## config.mk

```make
export PLATFORM = sky130hd
export DESIGN_NAME = id_ex_stage
export DESIGN_NICKNAME = d
export VERILOG_FILES = /design/src/rtl/riscv_pkg.sv /design/src/rtl/fwd_mux.sv /design/src/rtl/id_ex_stage.sv
export SDC_FILE = /design/constraint.sdc
export NUM_CORES = 1
export LEC_CHECK = 0
export BUFFER_PORTS_ARGS = -buffer_cell sky130_fd_sc_hd__clkbuf_2
export CAP_MARGIN = 15
export CORE_MARGIN = 2
export CORE_UTILIZATION = 54
export DETAILED_ROUTE_END_ITERATION = 7
export PLACE_DENSITY_LB_ADDON = 0.15
export SLEW_MARGIN = 40
export SYNTH_ARGS = -nofsm -noshare
export SYNTH_HDL_FRONTEND = slang
export SYNTH_HIERARCHICAL = 1
export SYNTH_SLANG_ARGS = --single-unit
export TNS_END_PERCENT = 30
```

## constraint.sdc

```tcl
create_clock -name clk -period 2.38 [get_ports clk]
set_input_delay 0.357 -clock clk [delete_from_list [all_inputs] [get_ports clk]]
set_output_delay 0.357 -clock clk [all_outputs]
set_load 0.05 [all_outputs]
```

## src/rtl/riscv_pkg.sv

```systemverilog
`default_nettype none
// ============================================================================
// Module      : riscv_pkg
// Description : Shared constants for the ID/EX pipeline slice: default
//               datapath width, ALU opcodes, skid-buffer state encoding and
//               the forwarding-match helper.
// Revision    : 1.0 - initial release
// ============================================================================
package riscv_pkg;

    localparam int C_XLEN = 32;

    // ALU opcodes carried through the stage untouched
    localparam logic [3:0] C_ALU_ADD = 4'b0000;
    localparam logic [3:0] C_ALU_SUB = 4'b0001;
    localparam logic [3:0] C_ALU_AND = 4'b0010;
    localparam logic [3:0] C_ALU_OR  = 4'b0011;
    localparam logic [3:0] C_ALU_XOR = 4'b0100;

    // Skid-buffer occupancy: nothing held, main only, main plus skid
    localparam logic [1:0] C_ST_EMPTY = 2'd0;
    localparam logic [1:0] C_ST_ONE   = 2'd1;
    localparam logic [1:0] C_ST_FULL  = 2'd2;

    // A later stage supplies a source operand when it writes a non-zero
    // register equal to the one being read; x0 is hardwired to zero.
    function automatic logic reg_match(input logic       we,
                                       input logic [4:0] rd,
                                       input logic [4:0] rs);
        return we && (rd == rs) && (rd != 5'd0);
    endfunction

endpackage
`default_nettype wire

```

## src/rtl/fwd_mux.sv

```systemverilog
`default_nettype none
// ============================================================================
// Module      : fwd_mux
// Description : Selects the freshest value for one source register. With
//               RISCV_FORWARDING_EN defined, the EX/MEM result wins over the
//               MEM/WB result, which wins over the register-file value.
//               Without it the register-file value passes straight through.
// Revision    : 1.0 - initial release
// ============================================================================
module fwd_mux
    import riscv_pkg::*;
#(
    parameter int XLEN = C_XLEN
) (
    input  logic [4:0]      rs_addr,
    input  logic [XLEN-1:0] rs_data,
    input  logic [4:0]      mem_rd,
    input  logic            mem_we,
    input  logic [XLEN-1:0] mem_data,
    input  logic [4:0]      wb_rd,
    input  logic            wb_we,
    input  logic [XLEN-1:0] wb_data,
    output logic [XLEN-1:0] fwd_data
);

`ifdef RISCV_FORWARDING_EN
    // Priority select: youngest producer first, register file last
    always_comb begin
        fwd_data = rs_data;
        if (reg_match(mem_we, mem_rd, rs_addr)) begin
            fwd_data = mem_data;
        end else if (reg_match(wb_we, wb_rd, rs_addr)) begin
            fwd_data = wb_data;
        end
    end
`else
    assign fwd_data = rs_data;

    // Bypass sources stay on the interface but carry no meaning here
    logic w_unused;
    assign w_unused = ^{rs_addr, mem_rd, mem_we, mem_data, wb_rd, wb_we, wb_data};
`endif

endmodule
`default_nettype wire

```

## src/rtl/id_ex_stage.sv

```systemverilog
`default_nettype none
// ============================================================================
// Module      : id_ex_stage
// Description : ID/EX pipeline register built as a two-entry skid buffer
//               (main + skid). Operands are resolved (forwarded, immediate
//               selected) when an instruction is captured; outputs always
//               come from the main entry. flush empties the stage.
//               Optional feature macro: RISCV_FORWARDING_EN (operand bypass
//               from the MEM and WB stages).
// Revision    : 1.0 - initial release
// ============================================================================
module id_ex_stage
    import riscv_pkg::*;
#(
    parameter int XLEN = C_XLEN
) (
    input  logic            clk,
    input  logic            rst_n,
    input  logic            in_valid,
    output logic            in_ready,
    input  logic [XLEN-1:0] in_rs1_data,
    input  logic [XLEN-1:0] in_rs2_data,
    input  logic [XLEN-1:0] in_imm,
    input  logic [4:0]      in_rs1_addr,
    input  logic [4:0]      in_rs2_addr,
    input  logic [4:0]      in_rd_addr,
    input  logic            in_use_imm,
    input  logic            in_reg_write,
    input  logic [3:0]      in_alu_ctrl,
    input  logic            flush,
    input  logic [4:0]      mem_rd,
    input  logic            mem_we,
    input  logic [XLEN-1:0] mem_data,
    input  logic [4:0]      wb_rd,
    input  logic            wb_we,
    input  logic [XLEN-1:0] wb_data,
    output logic            ex_valid,
    input  logic            ex_ready,
    output logic [XLEN-1:0] ex_a,
    output logic [XLEN-1:0] ex_b,
    output logic [3:0]      ex_alu_ctrl,
    output logic [4:0]      ex_rd,
    output logic            ex_reg_write
);

    logic [1:0]      r_state;
    logic [1:0]      w_state_nxt;
    logic            r_in_ready;
    logic            r_ex_valid;

    logic [XLEN-1:0] r_main_a,  r_skid_a;
    logic [XLEN-1:0] r_main_b,  r_skid_b;
    logic [3:0]      r_main_alu, r_skid_alu;
    logic [4:0]      r_main_rd, r_skid_rd;
    logic            r_main_rw, r_skid_rw;

    logic [XLEN-1:0] w_fwd_rs1;
    logic [XLEN-1:0] w_fwd_rs2;
    logic [XLEN-1:0] w_op_a;
    logic [XLEN-1:0] w_op_b;
    logic            w_accept;
    logic            w_take;

    fwd_mux #(.XLEN(XLEN)) u_fwd_rs1 (
        .rs_addr  (in_rs1_addr),
        .rs_data  (in_rs1_data),
        .mem_rd   (mem_rd),
        .mem_we   (mem_we),
        .mem_data (mem_data),
        .wb_rd    (wb_rd),
        .wb_we    (wb_we),
        .wb_data  (wb_data),
        .fwd_data (w_fwd_rs1)
    );

    fwd_mux #(.XLEN(XLEN)) u_fwd_rs2 (
        .rs_addr  (in_rs2_addr),
        .rs_data  (in_rs2_data),
        .mem_rd   (mem_rd),
        .mem_we   (mem_we),
        .mem_data (mem_data),
        .wb_rd    (wb_rd),
        .wb_we    (wb_we),
        .wb_data  (wb_data),
        .fwd_data (w_fwd_rs2)
    );

    assign w_op_a   = w_fwd_rs1;
    assign w_op_b   = in_use_imm ? in_imm : w_fwd_rs2;

    // A flushed cycle never takes the incoming instruction
    assign w_accept = in_valid && r_in_ready && !flush;
    assign w_take   = r_ex_valid && ex_ready;

    // Occupancy transition; flush wins over every handshake
    always_comb begin
        w_state_nxt = r_state;
        case (r_state)
            C_ST_EMPTY: begin
                if (w_accept) w_state_nxt = C_ST_ONE;
            end
            C_ST_ONE: begin
                if (w_accept && !w_take)      w_state_nxt = C_ST_FULL;
                else if (!w_accept && w_take) w_state_nxt = C_ST_EMPTY;
            end
            C_ST_FULL: begin
                if (w_take) w_state_nxt = C_ST_ONE;
            end
            default: w_state_nxt = C_ST_EMPTY;
        endcase
        if (flush) w_state_nxt = C_ST_EMPTY;
    end

    // State, registered handshakes and entry storage
    always_ff @(posedge clk) begin
        if (!rst_n) begin
            r_state    <= C_ST_EMPTY;
            r_in_ready <= 1'b1;
            r_ex_valid <= 1'b0;
            r_main_a   <= '0;
            r_main_b   <= '0;
            r_main_alu <= '0;
            r_main_rd  <= '0;
            r_main_rw  <= 1'b0;
            r_skid_a   <= '0;
            r_skid_b   <= '0;
            r_skid_alu <= '0;
            r_skid_rd  <= '0;
            r_skid_rw  <= 1'b0;
        end else begin
            r_state    <= w_state_nxt;
            r_ex_valid <= (w_state_nxt != C_ST_EMPTY);
            r_in_ready <= (w_state_nxt != C_ST_FULL);
            if (!flush) begin
                case (r_state)
                    C_ST_EMPTY: begin
                        if (w_accept) begin
                            r_main_a   <= w_op_a;
                            r_main_b   <= w_op_b;
                            r_main_alu <= in_alu_ctrl;
                            r_main_rd  <= in_rd_addr;
                            r_main_rw  <= in_reg_write;
                        end
                    end
                    C_ST_ONE: begin
                        // Main drains this cycle: new entry replaces it;
                        // otherwise it parks in the skid slot.
                        if (w_accept && w_take) begin
                            r_main_a   <= w_op_a;
                            r_main_b   <= w_op_b;
                            r_main_alu <= in_alu_ctrl;
                            r_main_rd  <= in_rd_addr;
                            r_main_rw  <= in_reg_write;
                        end else if (w_accept) begin
                            r_skid_a   <= w_op_a;
                            r_skid_b   <= w_op_b;
                            r_skid_alu <= in_alu_ctrl;
                            r_skid_rd  <= in_rd_addr;
                            r_skid_rw  <= in_reg_write;
                        end
                    end
                    C_ST_FULL: begin
                        if (w_take) begin
                            r_main_a   <= r_skid_a;
                            r_main_b   <= r_skid_b;
                            r_main_alu <= r_skid_alu;
                            r_main_rd  <= r_skid_rd;
                            r_main_rw  <= r_skid_rw;
                        end
                    end
                    default: ;
                endcase
            end
        end
    end

    assign in_ready     = r_in_ready;
    assign ex_valid     = r_ex_valid;
    assign ex_a         = r_main_a;
    assign ex_b         = r_main_b;
    assign ex_alu_ctrl  = r_main_alu;
    assign ex_rd        = r_main_rd;
    assign ex_reg_write = r_main_rw;

endmodule
`default_nettype wire

```

==> impl_results.md <==
* Outcome: finished clean
* Crit path arrival time at 2.16 ns
* Clock sinks at 152
* Largest family of logic cells by synthesized area: compound AO/OA/AOI/OAI gates
* Place WS at 0.4558 ns
* Clock Latency Late Sink at 0.42 ns
* DR vias/cell at 5.652
* Die W at 120.3 um
* #FFs+latches synth at 152
* Distinct cells, synth at 28
* CP max FO at 106
* Vias in the first global route at 5,833
* Largest net degree at the start of global routing at 107
* Via count of the routed design at 6,240
* Die height at 120.3 um
* DRT iter0 DRCs at 371
* Die ar. at 14,480 um2
* Layout Skew at 0.006093 ns
* Area occupied by multi-input gates at 3396 um2
* P_leak at 3.901 nW
* Layout Nets at 1,113
* Post-route ant nets at 0
* CP max-delay cell: and4bb_4
* CP Launch Type: flop
* Post-CTS setup buffer count at 0
* Post-DP HPWL at 10,860 um
* Proportion of layout cells with a drive suffix above 1 at 0.3039
* DR pass1 iterations at 5
* Buffers & Inverters on Critical Path at 1
* Synth Area in Simple Gates at 0.1733
* Post-CTS Hold Buffers at 0
* Post-synthesis mux area share at 0.1085
* Relative slew slack at 0.6657
* Root Buffer: clkbuf_16
* Compound-cell area share of the yosys netlist at 0.1770
* Fillers at 1,152
* Reg area at 3043 um2
* Worst vdd ir at 428.4 uV
* First-pass GRT wire length at 27,560 um
* H-tree levels at 4
* CTS Buf Count at 17
* Placed cells at 1,072
* Fin. max-slew vios at 0
* Area leader, netlist: dfxtp_1
* Fin worst setup slack at 0.5514 ns
* Fin crit share at 0.7683
* CP max stage delay at 0.42 ns
* Top cell type's share of synthesized area at 0.4164
* Worst hold slack at 0.1831 ns
* RSZ-0062 raised after global routing: false
* Initial Util at 0.5519
* Ports at 274
* Final Power at 6.244 mW
* Final Hold Viols at 0
* Layout Cells excl Fill at 1,104
* CTS Buffer Depth at 2
* Crit path kind: reg -> reg
* Row cnt at 42
* Drt wl/cell at 15.60 um
* Measured slew at the worst slew-check pin at 0.5015 ns
* Syn avg cell area at 8.711 um2
* Post-cts sizing count at 0
* Clock Pin Slew Worst Setup and Hold Paths at 0.06 ns
* Setup violations, final at 0
* Register area share after synthesis at 0.4164
* Synth Area in XOR/XNOR at 0
* HP Class: in -> reg
* Post-synthesis cell area at 7308 um2
* Drt drc at 0
* GRT overflow at 0
* Initial antenna violation count at 0
* CTS tree: done
* Core area at 13,240 um2
* Top delay family on crit path: simple AND/OR/NAND/NOR gates
* Critical Path RT at 2.71 ns
* Synth-to-Final Area Change at 15.24%
* DRT Wirelength at 17,230 um
* Fmax at 546.9 MHz
* Synth Area in Adders at 0
* Gpl congestion at 0.8021
* Largest cells by area after synthesis: dfxtp_1, nand2_1, buf_4
* Antenna Cells at 0
* MaxCap Viol Count at 0
* All-Layer GR Usage at 0.2359
* Ys Warns at 6
* Port Buffers at 187
* Cells along the critical path: and4bb_4 > and3_4 > buf_12 > nand2_1 > a21boi_0
* Setup_tns at 0 ns
* PwrDens at 741.4 nW/um2
* Syn nets at 1,037
* Worst Setup End Kind: flop
* Gate Count Post-Synth at 839
* Minimum clock period after layout at 1.829 ns
registers in the layout (all words and copies together), names as in the netlist, 2 cells and up:
signal / count
ex_a: 32
ex_alu_ctrl: 4
ex_b: 32
ex_rd: 5
r_skid_a: 32
r_skid_alu: 4
r_skid_b: 32
r_skid_rd: 5
r_state: 2
metrics by stage:
step / instance area, um2 / utilization
6_report: 8422 / 0.6360
5_1_grt: 8422 / 0.6360
4_1_cts: 8422 / 0.6360
3_5_place_dp: 7787 / 0.5881
3_3_place_gp: 7787 / 0.5881
2_1_floorplan: 7308 / -
power by group:
group          switching, mW  leakage, nW  internal, mW
Combinational          0.447         2.36         0.243
Clock                   1.05        0.315          1.86
Sequential            0.0376         1.23          2.61
Total                   1.53         3.90          4.71
layout make-up:
type,count,share of cell area
flip-flops and latches,152,0.3613
repair buffers,203,0.1336
well taps,176,0.02615
inverters,1,0.0004457
clock buffers,19,0.05140
multi-input cells,540,0.4032
clock inverters,13,0.02392
layer usage:
metal,up-vias,GRT usage,share of wire
met3,21,0.05613,0.066
met1,2976,0.2787,0.42
li1,3052,-,-
met2,191,0.4197,0.50
met4,0,0.07922,0.016
met5,-,0,0
synthesized netlist by cell type:
library cell / count
and2_1: 1
dfxtp_1: 152
a21oi_1: 2
nor2_1: 2
and3_1: 3
a21o_1: 1
clkbuf_2: 1
nand4_1: 74
o211ai_1: 32
o211a_1: 32
nand3b_1: 1
and4bb_4: 1
a21boi_0: 42
buf_2: 26
mux2_2: 42
buf_4: 73
mux2i_1: 32
buf_1: 7
nand2b_1: 2
inv_1: 1
o21ai_1: 29
o21bai_1: 2
clkbuf_1: 32
nand2_1: 193
a221o_1: 1
nand3_1: 2
o21ai_0: 46
buf_6: 7
worst reg2reg max path, cell delays in order (launching register included):
cell and delay (ns):
dfxtp_1 0.37, and4bb_4 0.42, and3_4 0.22, buf_12 0.39, nand2_1 0.14, a21boi_0 0.21
placed cells by master, fill, tap and decap left out, types with 2 or more instances in the layout:
master,instances
nand2_1,193
clkbuf_2,186
dfxtp_1,152
nand4_1,74
o21ai_0,46
a21boi_0,42
mux2_2,42
mux2i_1,32
o211ai_1,32
o211a_1,32
o21ai_1,28
clkbuf_16,17
buf_4,11
clkinv_2,5
bufinv_16,5
buf_12,5
and3_1,2
nor2_1,2
a21oi_1,2
o21bai_1,2
clkbuf_1,2
clkinv_4,2
kinds of logic (layout without fill, tap and decap cells):
kind of cell / Yosys count / count (layout)
multiplexers: 74 / 74
buffers and inverters: 147 / 236
AO/OA/AOI/OAI: 187 / 187
AND/OR/NAND/NOR: 279 / 279
flip-flops: 152 / 152
path summary, 6_finish.rpt:
check                             from                        end  slack [ns]  cells after the start
max              r_state[1]$_SDFF_PN0_  r_skid_a[12]$_SDFFE_PN0P_        0.55                      5
min                    in_rs1_data[26]  r_skid_a[26]$_SDFFE_PN0P_        0.18                      3
max reg2reg      r_state[1]$_SDFF_PN0_  r_skid_a[12]$_SDFFE_PN0P_        0.55                      5
min reg2reg  r_skid_a[26]$_SDFFE_PN0P_  r_skid_a[26]$_SDFFE_PN0P_        0.46                      2
Note: power is estimated with default switching activity, not from simulation.
